===== src/rtl/ram_burst_reader.sv =====
// Burst read initiator for a 16x8 synchronous-read RAM: issues consecutive addresses,
// absorbs the two-cycle read latency and streams words through a 4-deep output FIFO.
// Define BURST_READER_CHKSUM_EN to add the running XOR checksum output `chksum`.
module ram_burst_reader #(
  parameter int DATA_WIDTH = 8,
  parameter int ADDR_WIDTH = 4
) (
  input  logic                  clk,
  input  logic                  reset,
  input  logic                  start,
  input  logic [ADDR_WIDTH-1:0] base_addr,
  input  logic [ADDR_WIDTH:0]   burst_len,
  output logic                  busy,
  output logic                  done,
  output logic [ADDR_WIDTH-1:0] ram_addr,
  input  logic [DATA_WIDTH-1:0] ram_rdata,
  output logic                  out_valid,
  input  logic                  out_ready,
  output logic [DATA_WIDTH-1:0] out_data,
  output logic                  out_last
`ifdef BURST_READER_CHKSUM_EN
  ,
  output logic [DATA_WIDTH-1:0] chksum
`endif
);

  localparam logic [1:0] S_IDLE  = 2'd0;
  localparam logic [1:0] S_READ  = 2'd1;
  localparam logic [1:0] S_DRAIN = 2'd2;
  localparam logic [1:0] S_DONE  = 2'd3;

  logic [1:0]            r_state;
  logic [ADDR_WIDTH:0]   r_len;
  logic [ADDR_WIDTH:0]   r_issued;
  logic [ADDR_WIDTH-1:0] r_next_addr;

  logic                  r_vld_p0, r_last_p0;
  logic                  r_vld_p1, r_last_p1;

  logic [DATA_WIDTH-1:0] r_mem [4];
  logic                  r_last_mem [4];
  logic [1:0]            r_wr_ptr, r_rd_ptr;
  logic [2:0]            r_count;

  logic                  w_accept;
  logic [2:0]            w_inflight;
  logic                  w_room;
  logic                  w_issue;
  logic                  w_final_issue;
  logic                  w_push;
  logic                  w_pop;
  logic                  w_last_hs;

  assign w_accept      = (r_state == S_IDLE) && start;
  assign w_inflight    = {2'b00, r_vld_p0} + {2'b00, r_vld_p1};
  // Counting in-flight reads as occupied slots means the FIFO can never overflow.
  assign w_room        = (r_count + w_inflight) < 3'd4;
  assign w_issue       = (r_state == S_READ) && (r_issued != r_len) && w_room;
  assign w_final_issue = w_issue && ((r_issued + 1'b1) == r_len);
  assign w_push        = r_vld_p1;
  assign w_pop         = out_valid && out_ready;
  assign w_last_hs     = w_pop && r_last_mem[r_rd_ptr];

  assign busy      = (r_state != S_IDLE);
  assign done      = (r_state == S_DONE);
  assign out_valid = (r_count != 3'd0);
  assign out_data  = out_valid ? r_mem[r_rd_ptr] : '0;
  assign out_last  = out_valid && r_last_mem[r_rd_ptr];

  always_ff @(posedge clk) begin
    if (reset) begin
      r_state  <= S_IDLE;
      r_len    <= '0;
      r_issued <= '0;
      ram_addr <= '0;
    end else begin
      case (r_state)
        S_IDLE: begin
          if (start) begin
            r_len    <= burst_len;
            r_issued <= '0;
            r_state  <= S_READ;
          end
        end
        S_READ: begin
          if (r_len == '0)
            r_state <= S_DONE;
          else if (w_final_issue)
            r_state <= S_DRAIN;
        end
        S_DRAIN: begin
          if (w_last_hs)
            r_state <= S_DONE;
        end
        default: r_state <= S_IDLE;
      endcase
      if (w_issue) begin
        ram_addr <= r_next_addr;
        r_issued <= r_issued + 1'b1;
      end
    end
  end

  always_ff @(posedge clk) begin
    if (w_accept)
      r_next_addr <= base_addr;
    else if (w_issue)
      r_next_addr <= r_next_addr + 1'b1;
  end

  // p0: address registered toward the RAM
  // p1: RAM has registered the address; ram_rdata valid next edge
  always_ff @(posedge clk) begin
    if (reset) begin
      r_vld_p0  <= 1'b0;
      r_last_p0 <= 1'b0;
      r_vld_p1  <= 1'b0;
      r_last_p1 <= 1'b0;
    end else begin
      r_vld_p0  <= w_issue;
      r_last_p0 <= w_final_issue;
      r_vld_p1  <= r_vld_p0;
      r_last_p1 <= r_last_p0;
    end
  end

  // p2: capture RAM word into the output FIFO
  always_ff @(posedge clk) begin
    if (w_push) begin
      r_mem[r_wr_ptr]      <= ram_rdata;
      r_last_mem[r_wr_ptr] <= r_last_p1;
    end
  end

  always_ff @(posedge clk) begin
    if (reset) begin
      r_wr_ptr <= '0;
      r_rd_ptr <= '0;
      r_count  <= '0;
    end else begin
      if (w_push) r_wr_ptr <= r_wr_ptr + 1'b1;
      if (w_pop)  r_rd_ptr <= r_rd_ptr + 1'b1;
      case ({w_push, w_pop})
        2'b10:   r_count <= r_count + 1'b1;
        2'b01:   r_count <= r_count - 1'b1;
        default: r_count <= r_count;
      endcase
    end
  end

`ifdef BURST_READER_CHKSUM_EN
  always_ff @(posedge clk) begin
    if (reset || w_accept)
      chksum <= '0;
    else if (w_pop)
      chksum <= chksum ^ out_data;
  end
`endif

endmodule

===== config.mk =====
export PLATFORM = sky130hd
export DESIGN_NAME = ram_burst_reader
export DESIGN_NICKNAME = d
export VERILOG_FILES = /design/src/rtl/ram_burst_reader.sv
export SDC_FILE = /design/constraint.sdc
export NUM_CORES = 1
export LEC_CHECK = 0
export BUFFER_PORTS_ARGS = -buffer_cell sky130_fd_sc_hd__buf_2
export CAP_MARGIN = 20
export CORE_ASPECT_RATIO = 1.25
export CORE_MARGIN = 4
export CORE_UTILIZATION = 30
export CTS_BUF_LIST = sky130_fd_sc_hd__clkbuf_16
export CTS_CLUSTER_SIZE = 8
export DETAILED_ROUTE_END_ITERATION = 7
export PLACE_DENSITY = 0.56
export SETUP_SLACK_MARGIN = 0.05
export SYNTH_ARGS = -nofsm -noshare
export SYNTH_HDL_FRONTEND = slang
export SYNTH_SLANG_ARGS = --single-unit

===== constraint.sdc =====
create_clock -name clk -period 2 [get_ports clk]
set_clock_uncertainty 0.2 [all_clocks]
set_input_delay 0.1 -clock clk [delete_from_list [all_inputs] [get_ports clk]]
set_output_delay 0.1 -clock clk [all_outputs]
set_load 0.1 [all_outputs]

# [Word level (Yosys, flattened, before mapping)]
# Memory sizes are Yosys's and may differ from the RTL's. A register that Yosys moved wholly into a read port is not among the register bits.
# Cells that the tools add are included.
[word_totals] ff_bits=31 mem_bits_rw=36 inputBits=21 output_inout_bits=16 word_cells=69 mem_count=2
[mem_list] name="r_mem" depth=4 width=8 rd=1 rd_ports_with_merged_regs=1 write_ports=1 line="40" text="logic [DATA_WIDTH-1:0] r_mem [4];"
[mem_list] name="r_last_mem" depth=4 width=1 rd=1 rd_ports_with_merged_regs=1 write_ports=1 line="41" text="logic r_last_mem [4];"
[op_classes] n_addsub=8 order_cmp=1 eq_ne=10 mux=18 n_reduce_logical=18
[ops] cell="$mux 2" count=8
[ops] cell="$mux 5" count=3
[ops] cell="$reduce_bool 2->1" count=5
[ops] cell="$mux 4" count=2
[ops] cell="$mux 8" count=1
[ops] cell="$logic_and 1x1->1" count=7
[ops] cell="$eq 2x2->1 const B" count=3
[ops] cell="$pmux 2 s3" count=1
[ops] cell="$pmux 3 s2" count=1
[ops] cell="$add 5x1->5 const B" count=1
[ops] cell="$eq 5x5->1" count=1
[ops] cell="$logic_not 5->1" count=1
[ops] cell="$ne 5x5->1" count=1
[ops] cell="$add 2x1->2 const B" count=2
[ops] cell="$add 4x1->4 const B" count=1
[ops] cell="$eq 2x1->1 const B" count=2
[ops] cell="$ne 2x2->1 const B" count=2
[ops] cell="$reduce_and 2->1" count=2
[ops] cell="$add 3x1->3 const B" count=1
[ops] cell="$add 3x2->3" count=1
[ops] cell="$lt 3x3->1 const B" count=1
[ops] cell="$ne 3x2->1 const B" count=1
[ops] cell="$reduce_and 3->1" count=1
[ops] cell="$reduce_bool 3->1" count=1
[ops] cell="other kinds (4)" count=5

# [Logic depth before layout (Yosys ltp)]
# Gate-level depths: netlist of run 1.
[logic_depth] depth_word=8 depth_mapped=8 ltp_nobuf=7

# [Worst setup path after synthesis of run 1]
# Ideal clock, no wire load.
[synth_path] path_type="flip-flop to output port" startpoint="register (tool-made name)" endpoint="output out_last" arrival_ps=2153 required_time_ps=1700 setup_slack_ps=-453 path_stages_with_launch=4 path_buffers=1 cell_sequence="dfxtp_1 buf_4 mux4_2 nor2b_1"
[synth_lines] item="end: declaration" line="20" text="output logic out_last"

# [Worst setup path after layout of run 1]
[layout_path] startpoint="register r_count[0]" endpoint="register r_count[2]"
[layout_between] elab_chain_cells=4
[layout_lines] item="start: declaration" line="43" text="logic [2:0] r_count;"
[layout_lines] item="start signal: assignment" line="144" text="2'b10: r_count <= r_count + 1'b1;"
[layout_lines] item="start signal: assignment" line="145" text="2'b01: r_count <= r_count - 1'b1;"
[layout_lines] item="start signal: assignment" line="146" text="default: r_count <= r_count;"
[layout_lines] item="branches (longest 4 deep; another with $sub 3x1->3)"
# Several ways; the timed one is not identified.
# A chain may end at the register's enable or synchronous reset.

==> results of run 1 <==
[state kept, by name, summed over array words and instances (netlist names), named ones only]
name         cells
r_state          2
r_mem           32
r_wr_ptr         2
r_next_addr      4
r_len            5
r_count          3
r_rd_ptr         2
r_last_p1        1
r_vld_p1         1
r_issued         5
r_vld_p0         1
r_last_mem       4
r_last_p0        1
ram_addr         4
[layout make-up]
| class | instances | area (um2) | area share, % |
|---|---|---|---|
| sequential | 69 | 1794 | 39.54 |
| multi-input combinational | 158 | 1405 | 30.96 |
| tap | 129 | 161.4 | 3.557 |
| clock buffer | 9 | 225.2 | 4.963 |
| clock inverter | 7 | 121.4 | 2.674 |
| inverter | 14 | 56.30 | 1.241 |
| timing repair buffer | 84 | 774.5 | 17.07 |
[cell families (layout without fill, tap and decap cells)]
kind of cell,count (synthesis),count (layout),synth area share (%)
buf+inv,23,114,3.668
flops,69,69,56.78
fa+ha+maj,13,13,5.423
mux,14,14,8.054
compound gates,38,38,8.373
xor+xnor,15,15,4.665
simple gates,78,78,13.04
[synth_stat cells, drive strengths merged (2+ instances only)]
cell type | n | area share, %
a211o | 2 | 0.56
a21o | 2 | 0.52
a21oi | 14 | 2.4
and2 | 5 | 1.0
and3 | 2 | 0.44
buf | 6 | 1.6
clkbuf | 3 | 0.40
dfxtp | 29 | 19
edfxtp | 40 | 38
ha | 12 | 4.8
inv | 14 | 1.7
mux2i | 5 | 1.6
mux4 | 9 | 6.5
nand2 | 23 | 3.0
nand3 | 4 | 0.64
nand4 | 2 | 0.40
nand4b | 2 | 0.56
nor2 | 17 | 2.0
nor2b | 11 | 2.2
nor3 | 3 | 0.48
o21ai | 8 | 1.3
o21bai | 2 | 0.48
o31a | 3 | 0.84
o31ai | 4 | 0.96
or3 | 3 | 0.60
xnor2 | 8 | 2.2
xor2 | 7 | 2.4
[power breakdown]
group,internal (W),switching [W]
clock network,0.00123,0.000582
logic,0.000862,0.00126
registers,0.00168,0.000129
total,0.00377,0.00198
[routing by layer]
layer / up-vias / GRT usage, % / routed length (um) / share of wire, %
met5: - / 0 / 0 / 0
met3: 7 / 2.331 / 236 / 3.6
met4: 0 / 5.038 / 69 / 1.1
met2: 44 / 19.96 / 3523 / 54
li1: 1065 / - / - / -
met1: 982 / 13.19 / 2638 / 41
[placed cells by master (no fill, tap or decap), types with 12 or more instances in the layout]
master         count
edfxtp_1          40
buf_2             25
buf_4             23
nand2_1           22
dfxtp_1           21
dlygate4sd3_1     18
nor2_1            16
inv_1             12
[critical path, stage by stage (launching register included)]
cell	delay (ns)
dfxtp_2	0.33
buf_6	0.09
o31a_1	0.14
ha_2	0.19
inv_2	0.04
fa_2	0.32
xor2_1	0.16
or3_1	0.32
a21oi_2	0.11
[per-stage QoR]
stage	hold WS [ns]	TNS, ns
2_1_floorplan	-0.001131	0
3_3_place_gp	0.1113	0
3_5_place_dp	0.1217	-0.01850
4_1_cts	0.08510	0
5_1_grt	0.1273	-0.3666
6_report	0.1010	0
[worst paths after layout]
kind,start,to,slack (ns)
setup reg to reg,r_count[0],r_count[2],0.03
setup / recovery,r_count[0],r_count[2],0.03
hold reg to reg,r_last_p0,r_last_p1,0.25
hold / removal,start,r_state[0],0.10
[repair_timing]
action                                 4_1_cts  5_1_grt
setup endpoints to repair                   14       29
endpoints found under the hold margin       44        0
cloned                                       0        1
hold buffers                                18        0
pin swaps                                    6        8
gates resized for setup                     53       23
buffers inserted                             3        8
==> results.sh, run 1 <==
export IMPL_outcome="finished, final reports clean"
export IMPL_period_needed_ns=1.974
export IMPL_layout_setup_ws_ns=0.02633
export IMPL_area_growth_pct=44.62
export IMPL_rows=41
export IMPL_drtPass1Iterations=4
export IMPL_drcViolationCount=0
export IMPL_worstPathArrival_ns=2.02
export IMPL_crit_path_end_kind="register"
export IMPL_grt_pass1_wl_um=10760
export IMPL_slew_headroom_pct=67.25
export IMPL_design_area_um2=4538
export IMPL_ys_warn_count=0
export IMPL_wire_per_inst_um=13.76
export IMPL_fmax_mhz=506.7
export IMPL_power_w=0.005742
export IMPL_seq_area_frac_synth_pct=56.78
export IMPL_hp_class="input port to register"
export IMPL_vias=2098
export IMPL_reg2regPathDepth=8
export IMPL_routed_wl_um=6467
export IMPL_start_util_pct=30.89
export IMPL_place_area_um2=3605
export IMPL_synth_net_count=284
export IMPL_antenna_found_initial=0
export IMPL_dp_cells=424
export IMPL_synthFlopType="edfxtp_1"
export IMPL_io_pins=37
export IMPL_synth_distinct_cells=46
export IMPL_avgSynthCellArea_um2=12.55
export IMPL_synth_area_um2=3138
export IMPL_critPathKind="register to register"
export IMPL_synth_edf_count=40
export IMPL_dpl_hpwl_um=4385
export IMPL_cp_required_ns=2.05
export IMPL_netlist_instances=250
export IMPL_post_route_period_util_pct=98.68
export IMPL_clock_latency_ns=0.32
export IMPL_grt_pass1_vias=2226
export IMPL_clk_path_buf_depth=2
export IMPL_die_y_um=122.3
export IMPL_detailedRoute_firstIterationViolations=50
export IMPL_diodes=0
export IMPL_ctsRootBufferMaster="clkbuf_16"
export IMPL_fillers=944
export IMPL_core_um2=10160
export IMPL_cts_sink_count=69
export IMPL_maxCapViolCount=0
export IMPL_grt_usage_pct=11.31
export IMPL_holdPathStages=5
export IMPL_peakVddDrop_mv=0.5959
export IMPL_crit_fanout=2
export IMPL_grt_ovfl_total=0
export IMPL_port_buffers=36
export IMPL_cts_htree_levels=3
export IMPL_clk_pin_slew_ns=0.06
export IMPL_cts_tree="yes"
export IMPL_ys_ff_latch=69
export IMPL_setup_viol=0
export IMPL_die_w_um=99.48
export IMPL_final_layout_size_suffix_gt1_share_pct=40.18
export IMPL_gp_congestion=0.7727
export IMPL_power_density_nw_per_um2=1265
export IMPL_utilization_pct=44.68
export IMPL_nets=370
export IMPL_numCtsBuffers=9
export IMPL_antenna_left=0
export IMPL_start_kind="register"
export IMPL_grt_max_degree=29
export IMPL_async_reset_ff_share_pct=0
export IMPL_worst_pin_slew_ns=0.4900
export IMPL_rsz0062_at_grt="true"
export IMPL_stdcell_count=470
export IMPL_dp_worst_setup_slack_ns=-0.01850
export IMPL_design_die_area_um2=12170
export IMPL_leakage_nw=1.732
export IMPL_hold_viol=0
export IMPL_slew_viol_final=0
export IMPL_via_per_inst=4.464
Note: power is estimated with default switching activity, not from simulation.
==> run 2, diff against run 1 <==
--- a/config.mk
+++ b/config.mk
@@ -9,11 +9,11 @@
 export CAP_MARGIN = 20
 export CORE_ASPECT_RATIO = 1.25
 export CORE_MARGIN = 4
-export CORE_UTILIZATION = 30
+export CORE_UTILIZATION = 42
 export CTS_BUF_LIST = sky130_fd_sc_hd__clkbuf_16
 export CTS_CLUSTER_SIZE = 8
 export DETAILED_ROUTE_END_ITERATION = 7
-export PLACE_DENSITY = 0.56
+export PLACE_DENSITY = 0.71
 export SETUP_SLACK_MARGIN = 0.05
 export SYNTH_ARGS = -nofsm -noshare
 export SYNTH_HDL_FRONTEND = slang
==> run 2 against run 1 <==
Effect of this change:
- core utilization increased by 16 points
- flip-flop and latch count did not move
- combinational power about the same
- clock-buffer cell count unchanged
- non-clock buffer count shrank 3
- power decreased by 6.0%
- critical path depth down 1
- cell area decreased by 2.8%
- cell count shrank 8.5%
- critical endpoint is now r_issued[2]
==> results.sh, run 2 (synthesis gave the netlist of run 1 again) <==
export IMPL_design_die_area_um2=8927
export IMPL_die_y_um=104.6
export IMPL_io_pins=37
export IMPL_r2r_setup_slack_ns=0.02
export IMPL_detailedRoute_firstIterationViolations=40
export IMPL_slowest_stage="or3_4"
export IMPL_power_density_nw_per_um2=1223
export IMPL_hold_viol=0
export IMPL_grt_pass1_vias=2164
export IMPL_regMostFlops="r_mem"
export IMPL_grt_pass1_wl_um=9922
export IMPL_outcome="finished, final reports clean"
export IMPL_rsz0062_at_grt="true"
export IMPL_r2r_start="r_count[0]"
export IMPL_start_kind="register"
export IMPL_gp_congestion=0.8012
export IMPL_rows=35
export IMPL_antenna_left=0
export IMPL_hp_class="input port to register"
export IMPL_dp_worst_setup_slack_ns=0.01721
export IMPL_path_buf_inv=1
export IMPL_setup_viol=0
export IMPL_leakage_nw=1.692
export IMPL_clk_pin_slew_ns=0.05
export IMPL_worstPathCellList="ha_4 -> a21oi_4 -> or3_4 -> o2111ai_4 -> clkbuf_16 -> nand2_8 -> o31ai_2"
export IMPL_cp_required_ns=2.04
export IMPL_slew_headroom_pct=67.69
export IMPL_clk_path_buf_depth=2
export IMPL_reg2regPathDepth=7
export IMPL_cts_htree_levels=3
export IMPL_crit_family="simple AND/OR/NAND/NOR gates"
export IMPL_cts_sink_count=69
export IMPL_final_cell_mix="edfxtp_1, buf_2, nand2_1, buf_4, dfxtp_1"
export IMPL_wire_per_inst_um=14.80
export IMPL_numCtsBuffers=9
export IMPL_port_buffers=36
export IMPL_ctsRootBufferMaster="clkbuf_16"
export IMPL_peakVddDrop_mv=0.6601
export IMPL_antenna_found_initial=0
export IMPL_layout_setup_ws_ns=0.02153
export IMPL_start_util_pct=42.91
export IMPL_final_layout_size_suffix_gt1_share_pct=38.46
export IMPL_grt_usage_pct=14.23
export IMPL_grt_max_degree=29
export IMPL_cts_tree="yes"
export IMPL_core_um2=7313
export IMPL_routed_wl_um=6366
export IMPL_vias=2170
export IMPL_dpl_hpwl_um=4144
export IMPL_post_route_period_util_pct=98.92
export IMPL_diodes=0
export IMPL_via_per_inst=5.047
export IMPL_final_common_cell="edfxtp_1"
export IMPL_worst_path_stages=7
export IMPL_drcViolationCount=0
export IMPL_maxCapViolCount=0
export IMPL_crit_fanout=8
export IMPL_hold_start="start"
export IMPL_power_w=0.005399
export IMPL_slowest_delay_ns=0.40
export IMPL_drtPass1Iterations=4
export IMPL_area_growth_pct=40.63
export IMPL_slew_viol_final=0
export IMPL_period_needed_ns=1.978
export IMPL_crit_path_end_kind="register"
export IMPL_cp_startpoint="r_count[0]"
export IMPL_reg2reg_to="r_issued[2]"
export IMPL_multi_input_area_um2=1416
export IMPL_worstPathArrival_ns=2.02
export IMPL_clock_latency_ns=0.32
export IMPL_final_seq_area_um2=1800
export IMPL_endpoint="r_issued[2]"
export IMPL_largest_reg_flops=32
export IMPL_die_w_um=85.31
export IMPL_top_regs="r_mem x32, r_issued x5, r_len x5"
export IMPL_critPathKind="register to register"
export IMPL_worst_pin_slew_ns=0.4846
export IMPL_nets=367
export IMPL_fmax_mhz=505.4
export IMPL_fillers=568
export IMPL_grt_ovfl_total=0
==> run 2: cell count changes in the layout (fill, tap and decap cells not counted), moves of 2 or more <==
cell,previous run,this run
a21oi_1,9,12
a21oi_2,4,1
buf_6,5,3
bufinv_16,3,1
clkinv_2,1,3
dfxtp_4,1,3
ha_4,0,2
inv_1,12,14
inv_6,2,0
==> run 2: what timing repair did <==
action | in CTS | in global routing
pin swaps | 2 | 16
endpoints found under the hold margin | 44 | 0
setup endpoints to repair | 12 | 25
gates cloned | 0 | 1
hold buffers | 18 | 0
buffers inserted | 1 | 11
gates resized for setup | 44 | 34
==> run 2: per-layer routing <==
metal  up-vias  routed length (um)  GRT usage, %
met5         -                   0             0
met4         0                  89         6.787
met3         9                 221         2.287
met2        51                3495         25.78
met1      1049                2560         15.91
li1       1061                   -             -
==> run 2: how the worst min path moves through the flow <==
stage	endpoint	slack [ns]	depth (start not counted)
global route	r_state[0]	0.16	5
global placement	r_mem[1][1]	0.12	1
floorplan	r_mem[0][0]	-0.001	0
detailed placement	r_mem[1][1]	0.12	1
CTS	r_state[0]	0.07	5
finish	r_state[1]	0.12	5
==> run 2: through the flow <==
step | area (um2) | hold WS, ns | instances | utilization, % | TNS, ns
after floorplan | 3178 | -0.001131 | 250 | - | 0
after global placement | 3528 | 0.1165 | 383 | 48.25 | 0
after detailed placement | 3528 | 0.1189 | 383 | 48.25 | 0
after CTS | 4170 | 0.07371 | 418 | 57.02 | 0
after global routing | 4413 | 0.1629 | 430 | 60.34 | -0.2013
final | 4413 | 0.1244 | 430 | 60.34 | 0
==> run 2: final cells by class <==
class                           count  share of cell area, %
Clock buffer                        9                  5.103
Multi-Input combinational cell    158                  32.10
Inverter                           14                  1.276
Timing Repair Buffer               81                  16.76
Clock inverter                      7                  1.361
Tap cell                           92                  2.608
Sequential cell                    69                  40.80
==> run 2: tightest hold or removal path, cell delays in order <==
cell     delay, ns
buf_2         0.11
nor2_1        0.16
a21oi_1       0.08
nand4_1       0.09
a21oi_1       0.06
==> run 2: power breakdown <==
| group | internal (W) | switching (W) |
|---|---|---|
| combinational | 0.000842 | 0.00125 |
| sequential | 0.00168 | 0.000137 |
| clock | 0.000947 | 0.000540 |
| total | 0.00347 | 0.00193 |
